$ cat src/rtl/uart_loader_pkg.sv
// uart_loader_pkg
// Shared definitions for the UART program loader: the frame parser state
// encoding, the frame marker/command byte values and the default inter-byte
// timeout. Imported by uart_loader and by anything that needs to speak
// the loader's frame protocol.
package uart_loader_pkg;

   // Frame parser states, one per byte position in the frame
   typedef enum logic [3:0] {
      ST_IDLE   = 4'd0,
      ST_CMD    = 4'd1,
      ST_ADDR_H = 4'd2,
      ST_ADDR_L = 4'd3,
      ST_LEN_H  = 4'd4,
      ST_LEN_L  = 4'd5,
      ST_DATA_H = 4'd6,
      ST_DATA_L = 4'd7,
      ST_CSUM   = 4'd8
   } loader_state_e;

   localparam logic [7:0]  SYNC_BYTE       = 8'hA5;
   localparam logic [7:0]  CMD_WRITE       = 8'h01;
   localparam logic [7:0]  CMD_RUN         = 8'h02;

   // 100 ms at 50 MHz between bytes inside a frame
   localparam logic [23:0] TIMEOUT_DEFAULT = 24'd5_000_000;

endpackage

$ cat src/rtl/uart_byte_strobe.sv
// uart_byte_strobe
// Turns the uart_rx "ready" level (1 = idle, 0 = receiving) into a single
// cycle strobe on its rising edge, and holds the byte that arrived with it.
// Usable by any consumer sitting behind uart_rx.
//
// Ports:
//   clk_i       system clock
//   rst_i       asynchronous active-high reset
//   rx_ready_i  uart_rx ready level
//   rx_data_i   uart_rx data, valid on the cycle rx_ready_i rises
//   stb_o       one-cycle strobe, high in the cycle rx_ready_i rises
//   data_o      received byte; equals rx_data_i during the strobe and holds
//               that value afterwards
module uart_byte_strobe (
   input  logic       clk_i,
   input  logic       rst_i,
   input  logic       rx_ready_i,
   input  logic [7:0] rx_data_i,
   output logic       stb_o,
   output logic [7:0] data_o
);

   logic       ready_q;
   logic [7:0] data_q;

   // The previous-ready register resets to 1 so that a line that is already
   // idle coming out of reset does not look like a fresh rising edge.
   always_ff @(posedge clk_i or posedge rst_i) begin
      if (rst_i) begin
         ready_q <= 1'b1;
         data_q  <= 8'h00;
      end else begin
         ready_q <= rx_ready_i;
         if (stb_o) begin
            data_q <= rx_data_i;
         end
      end
   end

   // The strobe is combinational so the consumer can act on the byte in
   // the very cycle it becomes valid; the data path bypasses the capture
   // register during that cycle for the same reason.
   assign stb_o  = rx_ready_i & ~ready_q;
   assign data_o = stb_o ? rx_data_i : data_q;

endmodule

$ cat src/rtl/uart_loader.sv
// uart_loader
// Frame-level controller behind uart_rx for the ONC-16 core. Parses
// SYNC, CMD, [ADDR_H ADDR_L LEN_H LEN_L {DATA_H DATA_L}*LEN], CSUM frames,
// writes 16-bit words into program memory, holds the CPU while a frame is
// being loaded, checks the 8-bit checksum (CMD through CSUM sums to zero)
// and pulses cpu_start after a good RUN frame.
//
// Ports:
//   clock_50M  system clock
//   rst        asynchronous active-high reset
//   rx_ready   uart_rx ready level (1 = idle, 0 = receiving)
//   rx_data    uart_rx data, valid on the cycle rx_ready rises
//   mem_we     one-cycle program memory write strobe
//   mem_addr   word address of the write
//   mem_wdata  word data of the write
//   cpu_hold   CPU stall while a frame is in progress
//   cpu_start  one-cycle run pulse
//   busy       parser is not idle
//   err        sticky error flag, cleared by the next SYNC seen while idle
module uart_loader
   import uart_loader_pkg::*;
#(
   parameter logic [23:0] TIMEOUT = TIMEOUT_DEFAULT
) (
   input  logic        clock_50M,
   input  logic        rst,
   input  logic        rx_ready,
   input  logic [7:0]  rx_data,
   output logic        mem_we,
   output logic [15:0] mem_addr,
   output logic [15:0] mem_wdata,
   output logic        cpu_hold,
   output logic        cpu_start,
   output logic        busy,
   output logic        err
);

   logic          byte_stb;
   logic [7:0]    byte_data;

   loader_state_e state_q, state_d;
   logic [15:0]   addr_q, addr_d;
   logic [15:0]   len_q, len_d;
   logic [7:0]    hi_q, hi_d;
   logic [7:0]    sum_q, sum_d;
   logic          is_run_q, is_run_d;
   logic [23:0]   timer_q, timer_d;
   logic          err_q, err_d;
   logic          we_q, we_d;
   logic [15:0]   waddr_q, waddr_d;
   logic [15:0]   wdata_q, wdata_d;
   logic          start_q, start_d;

   logic [7:0]    sum_next;
   logic [15:0]   len_full;

   uart_byte_strobe u_strobe (
      .clk_i      (clock_50M),
      .rst_i      (rst),
      .rx_ready_i (rx_ready),
      .rx_data_i  (rx_data),
      .stb_o      (byte_stb),
      .data_o     (byte_data)
   );

   assign sum_next = sum_q + byte_data;
   assign len_full = {len_q[15:8], byte_data};

   // State and datapath registers; everything returns to idle/zero on reset
   // so a reset mid-frame drops the hold and any pending write at once.
   always_ff @(posedge clock_50M or posedge rst) begin
      if (rst) begin
         state_q  <= ST_IDLE;
         addr_q   <= 16'h0000;
         len_q    <= 16'h0000;
         hi_q     <= 8'h00;
         sum_q    <= 8'h00;
         is_run_q <= 1'b0;
         timer_q  <= 24'd0;
         err_q    <= 1'b0;
         we_q     <= 1'b0;
         waddr_q  <= 16'h0000;
         wdata_q  <= 16'h0000;
         start_q  <= 1'b0;
      end else begin
         state_q  <= state_d;
         addr_q   <= addr_d;
         len_q    <= len_d;
         hi_q     <= hi_d;
         sum_q    <= sum_d;
         is_run_q <= is_run_d;
         timer_q  <= timer_d;
         err_q    <= err_d;
         we_q     <= we_d;
         waddr_q  <= waddr_d;
         wdata_q  <= wdata_d;
         start_q  <= start_d;
      end
   end

   // Frame parser. Every transition happens on a byte strobe, except the
   // timeout abort which fires when no byte has arrived for TIMEOUT clocks
   // while a frame is open. The checksum accumulator restarts on the CMD
   // byte so SYNC never contributes to it.
   always_comb begin
      state_d  = state_q;
      addr_d   = addr_q;
      len_d    = len_q;
      hi_d     = hi_q;
      sum_d    = sum_q;
      is_run_d = is_run_q;
      err_d    = err_q;
      we_d     = 1'b0;
      waddr_d  = waddr_q;
      wdata_d  = wdata_q;
      start_d  = 1'b0;

      if (state_q == ST_IDLE || byte_stb) begin
         timer_d = 24'd0;
      end else begin
         timer_d = timer_q + 24'd1;
      end

      if (byte_stb) begin
         case (state_q)
            ST_IDLE: begin
               if (byte_data == SYNC_BYTE) begin
                  state_d = ST_CMD;
                  err_d   = 1'b0;
               end
            end
            ST_CMD: begin
               sum_d = byte_data;
               if (byte_data == CMD_WRITE) begin
                  is_run_d = 1'b0;
                  state_d  = ST_ADDR_H;
               end else if (byte_data == CMD_RUN) begin
                  is_run_d = 1'b1;
                  state_d  = ST_CSUM;
               end else begin
                  err_d   = 1'b1;
                  state_d = ST_IDLE;
               end
            end
            ST_ADDR_H: begin
               sum_d         = sum_next;
               addr_d[15:8]  = byte_data;
               state_d       = ST_ADDR_L;
            end
            ST_ADDR_L: begin
               sum_d         = sum_next;
               addr_d[7:0]   = byte_data;
               state_d       = ST_LEN_H;
            end
            ST_LEN_H: begin
               sum_d         = sum_next;
               len_d[15:8]   = byte_data;
               state_d       = ST_LEN_L;
            end
            ST_LEN_L: begin
               sum_d = sum_next;
               len_d = len_full;
               if (len_full == 16'h0000) begin
                  state_d = ST_CSUM;
               end else begin
                  state_d = ST_DATA_H;
               end
            end
            ST_DATA_H: begin
               sum_d   = sum_next;
               hi_d    = byte_data;
               state_d = ST_DATA_L;
            end
            ST_DATA_L: begin
               // The word goes out from registers next cycle; the address
               // counter wraps naturally at 16 bits.
               sum_d   = sum_next;
               we_d    = 1'b1;
               waddr_d = addr_q;
               wdata_d = {hi_q, byte_data};
               addr_d  = addr_q + 16'h0001;
               len_d   = len_q - 16'h0001;
               if (len_q == 16'h0001) begin
                  state_d = ST_CSUM;
               end else begin
                  state_d = ST_DATA_H;
               end
            end
            ST_CSUM: begin
               // Words already written stay written on a bad sum; the host
               // simply resends the whole frame.
               sum_d   = sum_next;
               state_d = ST_IDLE;
               if (sum_next == 8'h00) begin
                  start_d = is_run_q;
               end else begin
                  err_d = 1'b1;
               end
            end
            default: begin
               state_d = ST_IDLE;
            end
         endcase
      end else if (state_q != ST_IDLE && timer_q == TIMEOUT - 24'd1) begin
         err_d   = 1'b1;
         state_d = ST_IDLE;
      end
   end

   // The CPU is held from the cycle after the command is accepted until the
   // parser is back in idle, so hold is already low when cpu_start fires.
   assign cpu_hold  = (state_q != ST_IDLE) && (state_q != ST_CMD);
   assign busy      = (state_q != ST_IDLE);
   assign err       = err_q;
   assign mem_we    = we_q;
   assign mem_addr  = waddr_q;
   assign mem_wdata = wdata_q;
   assign cpu_start = start_q;

endmodule

$ cat config.mk
export PLATFORM = sky130hd
export DESIGN_NAME = uart_loader
export DESIGN_NICKNAME = d
export VERILOG_FILES = /design/src/rtl/uart_loader_pkg.sv /design/src/rtl/uart_byte_strobe.sv /design/src/rtl/uart_loader.sv
export SDC_FILE = /design/constraint.sdc
export NUM_CORES = 1
export LEC_CHECK = 0
export BUFFER_PORTS_ARGS = -buffer_cell sky130_fd_sc_hd__buf_2
export CORE_ASPECT_RATIO = 1.4
export CORE_UTILIZATION = 54
export DETAILED_ROUTE_END_ITERATION = 12
export PLACE_DENSITY_LB_ADDON = 0.08
export SYNTH_ARGS = -nofsm -noshare
export SYNTH_HDL_FRONTEND = slang
export SYNTH_SLANG_ARGS = --single-unit
export TNS_END_PERCENT = 100
$ cat constraint.sdc
create_clock -name clock_50M -period 4.07 [get_ports clock_50M]
set_clock_uncertainty 0.2 [all_clocks]
set_input_delay 0.2035 -clock clock_50M [delete_from_list [all_inputs] [get_ports clock_50M]]
set_output_delay 0.2035 -clock clock_50M [all_outputs]
set_load 0.05 [all_outputs]
======== After elaboration in Yosys (flattened, before gate mapping) ========
Cells that the tools add are included.
storage, ports and cells
  bits in read-only memories .............. 0
  flip-flop bits (word level) ............. 121
  memories ................................ 0
  latch bits .............................. 0
  bits of input ports ..................... 11
  memory bits (writable) .................. 0
cells by class
  bitwise gates (word level) .............. 2
  equality and inequality tests ........... 19
  order comparisons ....................... 0
  reductions and logical operators ........ 25
  multiply operators ...................... 0
  multiplexer cells ....................... 29
  add/sub/neg operators ................... 4
  shift operators ......................... 0
  div/mod/pow operators ................... 0
operators with widths
  cell                                                                      number
  8-bit one-hot mux with 2 select lines                                     5
  4-bit one-hot mux with 8 select lines                                     1
  4-bit two-way mux                                                         7
  24-bit by 1-bit adder with 24-bit output (second input constant)          1
  24-bit by 23-bit == test with 1-bit output (second input constant)        1
  24-bit two-way mux                                                        1
  16-bit by 1-bit adder with 16-bit output (second input constant)          1
  16-bit by 1-bit == test with 1-bit output (second input constant)         1
  4-bit by 3-bit == test with 1-bit output (second input constant)          4
  16-bit zero test                                                          1
  2-bit AND reduction                                                       8
  16-bit by 1-bit subtractor with 16-bit output (second input constant)     1
  2-bit nonzero test                                                        7
  1-bit two-way mux                                                         13
  3-bit inequality test (second input constant)                             3
  8-bit adder                                                               1
  4-bit by 2-bit == test with 1-bit output (second input constant)          2
  8-bit by 1-bit == test with 1-bit output (second input constant)          1
  8-bit by 2-bit == test with 1-bit output (second input constant)          1
  8-bit == test (second input constant)                                     1
  8-bit zero test                                                           1
  8-bit two-way mux                                                         1
  4-bit by 1-bit inequality test with 1-bit output (second input constant)  2
  7-bit OR reduction                                                        1
  other kinds (12)                                                          13

======== Longest topological paths before layout ========
Gate-level depths: netlist of run 1.
  word-level depth ........................ 8
  depth in mapped cells ................... 13

======== Hierarchy ========
A second synthesis of run 1 with hierarchy kept.
unflattened totals
  cell total of the unflattened synthesis .. 621
  area, all modules ....................... 6244.7 µm²
by module, submodules not included
  module            instances  cells each  seq. area each (µm²)  area each (µm²)
  uart_loader       1          600         2802.7                5865.6
  uart_byte_strobe  1          21          226.5                 379.1

======== Worst setup path after synthesis of run 1 ========
No wires, ideal clock.
  kind .................................... register to register
  start ................................... register u_strobe.ready_q
  end ..................................... register err_q (netlist: err)
  data arrival time ....................... 3465 ps
  period minus slack after synthesis ...... 3793 ps
  required time ........................... 3742 ps
  slack ................................... 277 ps
  stages on the path, launching flop included .. 14
  library setup time ...................... 128 ps
  cell sequence ........................... dfstp_2 and2b_1 buf_2 mux2i_1 inv_1 ha_1 fa_1 a21o_1 a21oi_2 xnor2_1 or4_1 nor4_2 nor4_2 mux2_1
on the way
  word-level cells in the longest chain between the ends .. 7
  elaborated cells on any way between the ends .. 16
  those cells by class .................... add/sub: 1; eq/ne: 8; mux: 2; bitwise: 2; reduce/logical: 3
ends and longest elaborated chain
  item                             line                    source
  from (decl)                      uart_byte_strobe.sv:23  logic ready_q;
  from (signal assigned)           uart_byte_strobe.sv:33  ready_q <= rx_ready_i;
  1-bit NOT *                      uart_byte_strobe.sv:43  assign stb_o = rx_ready_i & ~ready_q;
  1-bit bitwise AND *              uart_byte_strobe.sv:43
  8-bit two-way mux *              uart_byte_strobe.sv:44  assign data_o = stb_o ? rx_data_i : data_q;
  via byte_data[0]                 uart_loader.sv:39       logic [7:0] byte_data;
  8-bit adder                      uart_loader.sv:66       assign sum_next = sum_q + byte_data;
  8-bit zero test                  uart_loader.sv:194      if (sum_next == 8'h00) begin
  3-bit inequality test (no line)  n/a
  6-bit AND reduction (no line) *  n/a
  to (signal assigned)             uart_loader.sv:93       err_q <= err_d;
  to (decl)                        uart_loader.sv:48       logic err_q, err_d;
Mark *: on every way through the listed nets, which the timed path passes. The rest lies on a longest branch.
A chain may end at the register's enable or synchronous reset.

======== Final worst setup path of run 1 ========
Same ends and word-level chain as after synthesis.

==> qor.csv, run 1 <==
metric,value,unit
post-synth cell types,59,
max_cap viols,0,
"Max FO, Critical Path",3,
storage element area,0.003029,sq mm
critical path type,reg2reg,
Mapped Area,0.006193,sq mm
"EDFF count, synth",0,
syn nets,738,
"count leader, synth",nand2_1,
TritonCTS buffer count,17,
Slew @ Worst Pin,0.8826,ns
register area share after synthesis,48.91,%
fin. max-slew vios,0,
root cell of the clock tree,clkbuf_16,
largest family of logic cells by synthesized area,simple AND/OR/NAND/NOR gates,
Cell Rows,45,
leading area contributor after synthesis,dfrtp_1,
"top cells by count, synth","nand2_1 (159), dfrtp_1 (120), nor2_1 (72)",
Avg Inst Size Synth,8.662,sq um
"Largest stage delay, worst path",0.54,ns
register bit total from synthesis,121,
Worst slew margin,41.10,%
final worst-path cycle share,90.25,%
post-synth top area share,48.48,%
crit start category,register,
DR vias,5311,
router iterations before antenna repair,5,
fraction of layout cells with a size suffix above 1,13.17,%
RSZ-0062 raised after global routing,false,
clk_lat worst skew,0.41,ns
first-pass GRT wire length,26.02,mm
footprint of the multi-input gates,0.002945,sq mm
CP most frequent cell,nor4_2,
CTS H-tree lvls,4,
die area,0.01191,sq mm
IO Pins,48,
Simple-Gate Fraction of Synth Area,24.46,%
initial antenna violation count,0,
HP Class,in2async,
vias in the first global route,5286,
Die Wd,92.51,microns
Leakage Power,3.545,nW
Final ANT Viol Nets,0,
# port buffers,47,
"FFs w/ async S/R, synth",100.0,%
WL/cell,17.11,microns
CTS tree,yes,
Fmax,272.3,MHz
Routed Wire Length,15.80,mm
multiplexer area fraction after synthesis,2.283,%
# setup viols final,0,
DP HPWL,10.91,mm
# clock sinks,121,
diode count,0,
total power,0.003402,W
critical path data arrival time,3.77,ns
Cells after Synth,715,
fin nets,792,
1st-iter DRT viols,290,
Synth Area in Compound Gates,14.59,%
status,completed,
Final Hold Viols,0,
ranking of synthesized cells by area,"dfrtp_1 (48%), nand2_1 (9.6%), a21oi_1 (4.9%)",
postcts setup bufs,0,
Max clock buf depth,2,
yosys warns,0,
CP endpoint kind,register,
Crit-path slowest cell,dfstp_2,
Via density,5.754,
Syn-to-layout area delta,17.82,%
Tmin final,3.673,ns
height of the chip,128.7,microns
final setup TNS,0,ns
critical-path cell list,and2b_1 -> mux2i_1 -> inv_1 -> ha_1 -> fa_1 -> a21o_1 -> a21oi_2 -> xnor2_1 -> or4_1 -> nor4_2 -> nor4_2 -> mux2_1,
largest net degree at the start of global routing,63,
Filler Cell Count,874,
GR Overflow Total,0,
top_reg_cell synth,dfrtp_1,
Post-Synth Adder-Cell Area,2.545,%
maximum vdd ir drop,280.3,uV
initial core utilization,56.41,%
post-route DRC violation count,0,
GPL Wtd Cong,0.8937,
"Reg clk slew, reported paths",0.06,ns
core area,0.01098,sq mm
data required time of the worst path,4.16,ns
Pwr per Cell Area,466.2,mW/mm^2
gr usage total,28.52,%
Reg2Reg Depth,12,
xor and xnor area share after synthesis,3.677,%
-- cell type report --
| type | count | area share [%] |
|---|---|---|
| flip-flops and latches | 121 | 41.51 |
| multi-input cells | 540 | 40.36 |
| clock buffers | 17 | 5.830 |
| repair buffers | 67 | 5.624 |
| clock inverters | 15 | 3.086 |
| well taps | 141 | 2.418 |
| inverters | 22 | 1.166 |
-- worst max-delay path, delay by kind of cell (launching register included) --
| family | cells | cell delay [ns] |
|---|---|---|
| XOR/XNOR | 1 | 0.09 |
| AO/OA/AOI/OAI | 2 | 0.35 |
| AND/OR/NAND/NOR | 4 | 1.06 |
| buffers and inverters | 1 | 0.13 |
| flip-flops | 1 | 0.54 |
| multiplexers | 2 | 0.51 |
| adder cells (fa/ha/maj) | 2 | 0.67 |
-- layout by cell type (no fill, tap or decap), drive strengths merged, types with 3 or more instances in the layout --
cell type / synthesis / final
a31oi: 6 / 6
clkbuf: 24 / 17
nand2b: 3 / 3
dfrtp: 120 / 120
nor4: 7 / 7
clkinv: 0 / 8
nor2b: 4 / 4
bufinv: 0 / 5
nand4: 8 / 8
nor2: 72 / 72
nor3: 13 / 13
buf: 8 / 57
a21oi: 62 / 62
dlygate4sd3: 0 / 10
mux2i: 9 / 9
xnor2: 13 / 13
xor2: 13 / 13
a21o: 3 / 3
o21ai: 56 / 56
nand2: 160 / 160
ha: 11 / 11
o22ai: 4 / 4
o31a: 4 / 4
nand3: 32 / 32
and3: 13 / 13
nand3b: 3 / 3
inv: 22 / 23
a211oi: 3 / 3
a22o: 6 / 6
or3: 9 / 9
-- per-stage QoR --
step | hold slack, ns | utilization [%] | worst slack, ns | instance area, sq um | cells
final | 0.2686 | 66.46 | 0.3969 | 7297 | 923
after detailed placement | 0.1579 | 59.62 | 0.4061 | 6546 | 881
after CTS | 0.2716 | 66.46 | 0.3841 | 7297 | 923
after global placement | 0.1517 | 59.62 | 0.5010 | 6546 | 881
after global routing | 0.2881 | 66.46 | 0.2147 | 7297 | 923
after floorplan | 0.007978 | - | 0.2770 | 6193 | 715
-- worst paths after layout --
path	start	to	slack (ns)
worst max-delay path	u_strobe.ready_q	err	0.40
worst min-delay path	rst	mem_addr[15]	0.27
worst max register to register	u_strobe.ready_q	err	0.40
worst min register to register	mem_addr[7]	mem_addr[7]	0.27
max in group asynchronous	rst	u_strobe.ready_q	2.49
min in group clock_50M	mem_addr[7]	mem_addr[7]	0.27
-- per-layer routing --
layer  wire, microns  GRT usage [%]  share of wire (%)  vias up
li1                -              -                  -     2579
met1            6453          34.05                 41     2524
met2            8007          48.37                 51      161
met3             646          5.437                4.1       47
met4             689          15.81                4.4        0
met5               0              0                  0        -
-- repair_timing --
item	in CTS	in global routing
gates resized for setup	0	0
hold buffers	10	0
hold endpoints to repair	73	0
-- logic make-up (layout without fill, tap and decap cells) --
| logic type | after synthesis | after routing |
|---|---|---|
| AOI/OAI and AO/OA | 157 | 157 |
| xor gates and xnor gates | 26 | 26 |
| adders and majority gates | 12 | 12 |
| buffers and inverters | 54 | 121 |
| DFF | 121 | 121 |
| muxes | 11 | 11 |
| and+or+nand+nor | 334 | 334 |
-- state kept, by name, indices dropped and copies added (netlist names) --
name              count
err                   1
addr_q               16
mem_we                1
u_strobe.data_q       8
cpu_start             1
is_run_q              1
timer_q              24
mem_addr             16
mem_wdata            16
len_q                16
state_q               4
hi_q                  8
u_strobe.ready_q      1
sum_q                 8
-- report_power, final --
part / total [W] / internal (W) / switching, W
clock: 0.00165 / 0.00109 / 0.000561
combinational: 0.000461 / 0.000170 / 0.000291
sequential: 0.00129 / 0.00125 / 0.0000393
(Power assumes the default switching activity.)
==> run 2: changes to the inputs <==
--- a/config.mk
+++ b/config.mk
@@ -6,7 +6,7 @@
 export NUM_CORES = 1
 export LEC_CHECK = 0
 export BUFFER_PORTS_ARGS = -buffer_cell sky130_fd_sc_hd__buf_2
-export CORE_ASPECT_RATIO = 1.4
+export CORE_ASPECT_RATIO = 0.8
 export CORE_UTILIZATION = 54
 export DETAILED_ROUTE_END_ITERATION = 12
 export PLACE_DENSITY_LB_ADDON = 0.08
==> run 2 against run 1 <==
Routed wire length is 2.6% lower. Core utilization is 0.99 points lower. Global-route usage decreased by 0.42 points. Largest power group unchanged. Critical path type unchanged. Highest routed layer unchanged.
==> qor.csv, run 2 (same netlist as run 1, synthesis figures left out) <==
metric,value,unit
# setup viols final,0,
Switching Fraction,27.86,%
dpl cell area,0.006558,sq mm
max_cap viols,0,
# port buffers,47,
Final Hold Viols,0,
diode count,0,
Pwr per Cell Area,439.4,mW/mm^2
TritonCTS buffer count,17,
first-pass GRT wire length,25.77,mm
CP Buf/Inv Count,1,
PostCTS Resize Cnt,0,
Slew @ Worst Pin,0.8964,ns
most frequent cells in the layout,"nand2_1 (159), dfrtp_1 (120), nor2_1 (72)",
# clock sinks,121,
critical path data arrival time,3.76,ns
Die Wd,121.7,microns
gr usage total,28.10,%
CTS tree,yes,
final worst-path cycle share,90.28,%
DP HPWL,10.53,mm
CP endpoint kind,register,
postcts setup bufs,0,
"final std cell area, no fill",0.007213,sq mm
status,completed,
Max clock buf depth,2,
Crit-path slowest cell,or4_1,
DR vias,5340,
max reg flops,24,
"Reg clk slew, reported paths",0.05,ns
fin. max-slew vios,0,
fin nets,793,
vias in the first global route,5074,
Worst slew margin,39.84,%
1st-iter DRT viols,410,
maximum vdd ir drop,310.0,uV
Cell Rows,34,
"commonest non-fill, non-tap cell in the layout",nand2_1,
"Largest stage delay, worst path",0.55,ns
core area,0.01102,sq mm
IO Pins,48,
Routed Wire Length,15.39,mm
crit start category,register,
GR Overflow Total,0,
cts hold-fix bufs,10,
die area,0.01190,sq mm
RR Startpoint,u_strobe.ready_q,
GPL Wtd Cong,0.8655,
WL/cell,16.62,microns
clk_lat worst skew,0.41,ns
Tmin final,3.675,ns
initial antenna violation count,0,
crit-path leading delay family,simple AND/OR/NAND/NOR gates,
Reg with most FFs,timer_q,
initial core utilization,56.21,%
final setup TNS,0,ns
Setup crit start,u_strobe.ready_q,
Fmax,272.1,MHz
post-route DRC violation count,0,
root cell of the clock tree,clkbuf_16,
Via density,5.767,
Sequential Power Share,40.8,%
RSZ-0062 raised after global routing,false,
largest net degree at the start of global routing,57,
CTS H-tree lvls,4,
Switching Power,0.0008830,W
height of the chip,97.79,microns
Gate power share,14.7,%
"Max FO, Critical Path",16,
Syn-to-layout area delta,16.46,%
critical path type,reg2reg,
total power,0.003169,W
internal power,0.002286,W
clock share of power,44.5,%
Leakage Power,3.499,nW
HP Class,in2async,
fraction of layout cells with a size suffix above 1,13.17,%
data required time of the worst path,4.16,ns
Final ANT Viol Nets,0,
router iterations before antenna repair,5,
critical-path cell list,nand2b_4 -> mux2i_4 -> inv_2 -> ha_1 -> o21ai_0 -> nor2_1 -> nor2_1 -> or4_1 -> nor4_2 -> nor4_2 -> mux2_1,
==> run 2: changes by cell type in the layout (fill, tap and decap cells not counted), sizes merged <==
cell	before	now
inv	23	22
clkinvlp	1	4
clkbuf	17	19
clkinv	8	7
bufinv	5	1
buf	57	58
==> run 2: path summary, 6_finish.rpt <==
check	slack, ns	cells after the start	end
worst max-delay path	0.40	11	err
worst min-delay path	0.26	3	addr_q[5]
worst max register to register	0.40	11	err
worst min register to register	0.27	2	mem_wdata[8]
max in group asynchronous	2.48	4	len_q[15]
min in group clock_50M	0.27	2	mem_wdata[8]
==> run 2: layout make-up <==
cell class | count | area [sq um]
fillers | 894 | 3805
multi-input cells | 540 | 2945
repair buffers | 68 | 417.9
flip-flops and latches | 121 | 3029
well taps | 144 | 180.2
inverters | 22 | 85.08
clock buffers | 19 | 452.9
clock inverters | 12 | 102.6
==> run 2: metrics by stage <==
step / util (%) / cells / setup slack (ns) / hold slack (ns)
final: 65.47 / 926 / 0.3954 / 0.2609
after global routing: 65.47 / 926 / 0.2379 / 0.2928
after CTS: 65.47 / 926 / 0.4243 / 0.2725
after detailed placement: 59.52 / 885 / 0.4489 / 0.1602
after global placement: 59.52 / 885 / 0.5234 / 0.1494
after floorplan: - / 715 / 0.2770 / 0.007978
==> run 2: power by group through the flow <==
stage | sequential, W | clock, W | combinational [W]
floorplan | 0.00131 | 0 | 0.000332
global placement | 0.00131 | 0 | 0.000432
detailed placement | 0.00131 | 0 | 0.000453
CTS | 0.00129 | 0.00142 | 0.000464
global route | 0.00130 | 0.00148 | 0.000515
finish | 0.00129 | 0.00141 | 0.000466
==> run 2: routing by layer <==
| metal | routed length, microns | share of wire, % | GRT usage [%] | vias up |
|---|---|---|---|---|
| met4 | 320 | 2.1 | 11.02 | 0 |
| met1 | 7374 | 48 | 41.58 | 2542 |
| met3 | 891 | 5.8 | 4.381 | 26 |
| met5 | 0 | 0 | 0 | - |
| met2 | 6803 | 44 | 41.43 | 195 |
| li1 | - | - | - | 2577 |
==> run 2: worst min-delay path, delay by kind of cell <==
| kind | cells | cell delay [ns] |
|---|---|---|
| buf+inv | 3 | 1.15 |
==> run 3: changes to the inputs <==
--- a/config.mk
+++ b/config.mk
@@ -7,7 +7,8 @@
 export LEC_CHECK = 0
 export BUFFER_PORTS_ARGS = -buffer_cell sky130_fd_sc_hd__buf_2
 export CORE_ASPECT_RATIO = 0.8
-export CORE_UTILIZATION = 54
+export CORE_UTILIZATION = 56
+export CTS_BUF_LIST = sky130_fd_sc_hd__clkbuf_4
 export DETAILED_ROUTE_END_ITERATION = 12
 export PLACE_DENSITY_LB_ADDON = 0.08
 export SYNTH_ARGS = -nofsm -noshare
==> run 3 against run 2 <==
Sequential power about the same. Non-clock buffer count fell by 1. Cell area decreased by 3.0%. Die area decreased by 3.5%. Worst setup slack lost 0.012 ns. Critical endpoint unchanged. Largest power group is now sequential cells.
==> qor.csv, run 3 (same netlist as run 1, synthesis figures left out) <==
metric,value,unit
status,completed,
clk_lat worst skew,0.52,ns
flop-to-flop setup slack,0.38,ns
DR vias,5341,
routed wire length on met3,890,microns
gr usage total,28.14,%
initial antenna violation count,0,
postcts setup bufs,0,
WP depth,12,
# port buffers,47,
CTS H-tree lvls,4,
height of the chip,96.06,microns
Die Wd,119.6,microns
Cell Rows,33,
GPL Wtd Cong,0.8662,
Worst slew margin,35.77,%
critical path type,reg2reg,
die area,0.01149,sq mm
diode count,0,
footprint of the multi-input gates,0.002945,sq mm
Max clock buf depth,2,
IO Pins,48,
post-route DRC violation count,0,
root cell of the clock tree,clkbuf_4,
crit start category,register,
final cell count without fillers,922,
PostCTS Resize Cnt,0,
highest metal used,met4,
CP endpoint kind,register,
core area,0.01049,sq mm
Util after Layout,66.71,%
1st-iter DRT viols,457,
RR Startpoint,u_strobe.ready_q,
HP Class,in2reg,
first-pass GRT wire length,24.87,mm
Crit-path slowest cell,dfstp_2,
critical-path cell list,and2b_1 -> mux2i_1 -> inv_1 -> ha_1 -> fa_1 -> a21o_1 -> a21oi_2 -> xnor2_1 -> or4_1 -> nor4_2 -> nor4_2 -> mux2_1,
DP HPWL,10.46,mm
CTS tree,yes,
Setup crit start,u_strobe.ready_q,
maximum vdd ir drop,388.1,uV
placed cells,880,
Reg with most FFs,timer_q,
CP Buf/Inv Count,1,
fraction of layout cells with a size suffix above 1,12.92,%
storage element area,0.003029,sq mm
router iterations before antenna repair,5,
Final ANT Viol Nets,0,
Pwr per Cell Area,394.6,mW/mm^2
"commonest non-fill, non-tap cell in the layout",nand2_1,
vias in the first global route,5007,
routed wl met2,6.660,mm
initial core utilization,59.06,%
Reg2Reg Depth,12,
final worst-path cycle share,90.58,%
max_cap viols,0,
cts hold-fix bufs,10,
RSZ-0062 raised after global routing,false,
GR Overflow Total,0,
TritonCTS buffer count,17,
"Max FO, Critical Path",3,
max reg flops,24,
Syn-to-layout area delta,12.97,%
largest net degree at the start of global routing,81,
# clock sinks,121,
"Largest stage delay, worst path",0.56,ns
data required time of the worst path,4.27,ns
CP most frequent cell,nor4_2,
most frequent cells in the layout,"nand2_1 (159), dfrtp_1 (120), nor2_1 (72)",
# setup viols final,0,
Leakage Power,3.406,nW
Fmax,271.3,MHz
Via density,5.793,
M1 wire length,7.147,mm
fin. max-slew vios,0,
WL/cell,16.31,microns
Critical Path Sink,err,
Tmin final,3.687,ns
Routed Wire Length,15.04,mm
fin nets,792,
crit-path leading delay family,simple AND/OR/NAND/NOR gates,
"Reg clk slew, reported paths",0.10,ns
critical path data arrival time,3.89,ns
Worst R2R End,err,
Slew @ Worst Pin,0.9624,ns
Filler Cell Count,872,
Final Hold Viols,0,
final setup TNS,0,ns
[run 3: cell types whose count changed in the layout (fill, tap and decap cells not counted), moves of 2 or more]
cell and change:
clkbuf_4 +18, clkbuf_16 -17, bufinv_16 +4, buf_4 -2
clkbuf_8 -2, clkinv_1 +2, clkinv_2 -2
[run 3: how the worst min path moves through the flow]
stage | startpoint | cells past startpoint | end | slack [ns]
2_1_floorplan | rx_ready | 0 | u_strobe.ready_q | 0.008
3_3_place_gp | rx_ready | 1 | u_strobe.ready_q | 0.15
3_5_place_dp | rx_ready | 1 | u_strobe.ready_q | 0.15
4_1_cts | rx_ready | 2 | u_strobe.ready_q | 0.14
5_1_grt | rx_ready | 2 | u_strobe.ready_q | 0.15
6_report | rx_ready | 2 | u_strobe.ready_q | 0.17
[run 3: final cells by class]
class                           count  share of cell area (%)
Clock buffer                       18                   1.931
Multi-Input combinational cell    540                   42.10
Inverter                           22                   1.216
Sequential cell                   121                   43.29
Clock inverter                     14                   2.915
Timing Repair Buffer               67                   6.044
Tap cell                          140                   2.504
[run 3: power breakdown]
group / total [W] / internal, W / switching [W] / leakage [nW]
sequential: 0.00129 / 0.00125 / 0.0000420 / 1.64
clock: 0.00101 / 0.000549 / 0.000458 / 0.173
combinational: 0.000463 / 0.000172 / 0.000291 / 1.59
total: 0.00276 / 0.00197 / 0.000791 / 3.41
[run 3: worst reg2reg max path, stage by stage, from the launching register on]
cell,delay (ns)
dfstp_2,0.56
and2b_1,0.20
mux2i_1,0.20
inv_1,0.11
ha_1,0.24
fa_1,0.43
a21o_1,0.21
a21oi_2,0.14
xnor2_1,0.09
or4_1,0.54
nor4_2,0.24
nor4_2,0.10
mux2_1,0.32
[run 3: metrics by stage]
step / worst slack [ns] / total power, W / hold slack [ns] / instance area (sq um)
after floorplan: 0.2770 / 0.001642 / 0.007978 / 6193
after global placement: 0.5411 / 0.001743 / 0.1520 / 6558
after detailed placement: 0.4173 / 0.001761 / 0.1543 / 6558
after CTS: 0.3893 / 0.002768 / 0.1354 / 6997
after global routing: 0.1580 / 0.002885 / 0.1527 / 6997
final: 0.3834 / 0.002761 / 0.1690 / 6997
[run 3: metal layers]
layer | GRT usage (%) | up-vias
met5 | 0 | -
met4 | 11.04 | 0
met3 | 5.154 | 28
met2 | 43.50 | 182
met1 | 39.64 | 2559
li1 | - | 2572
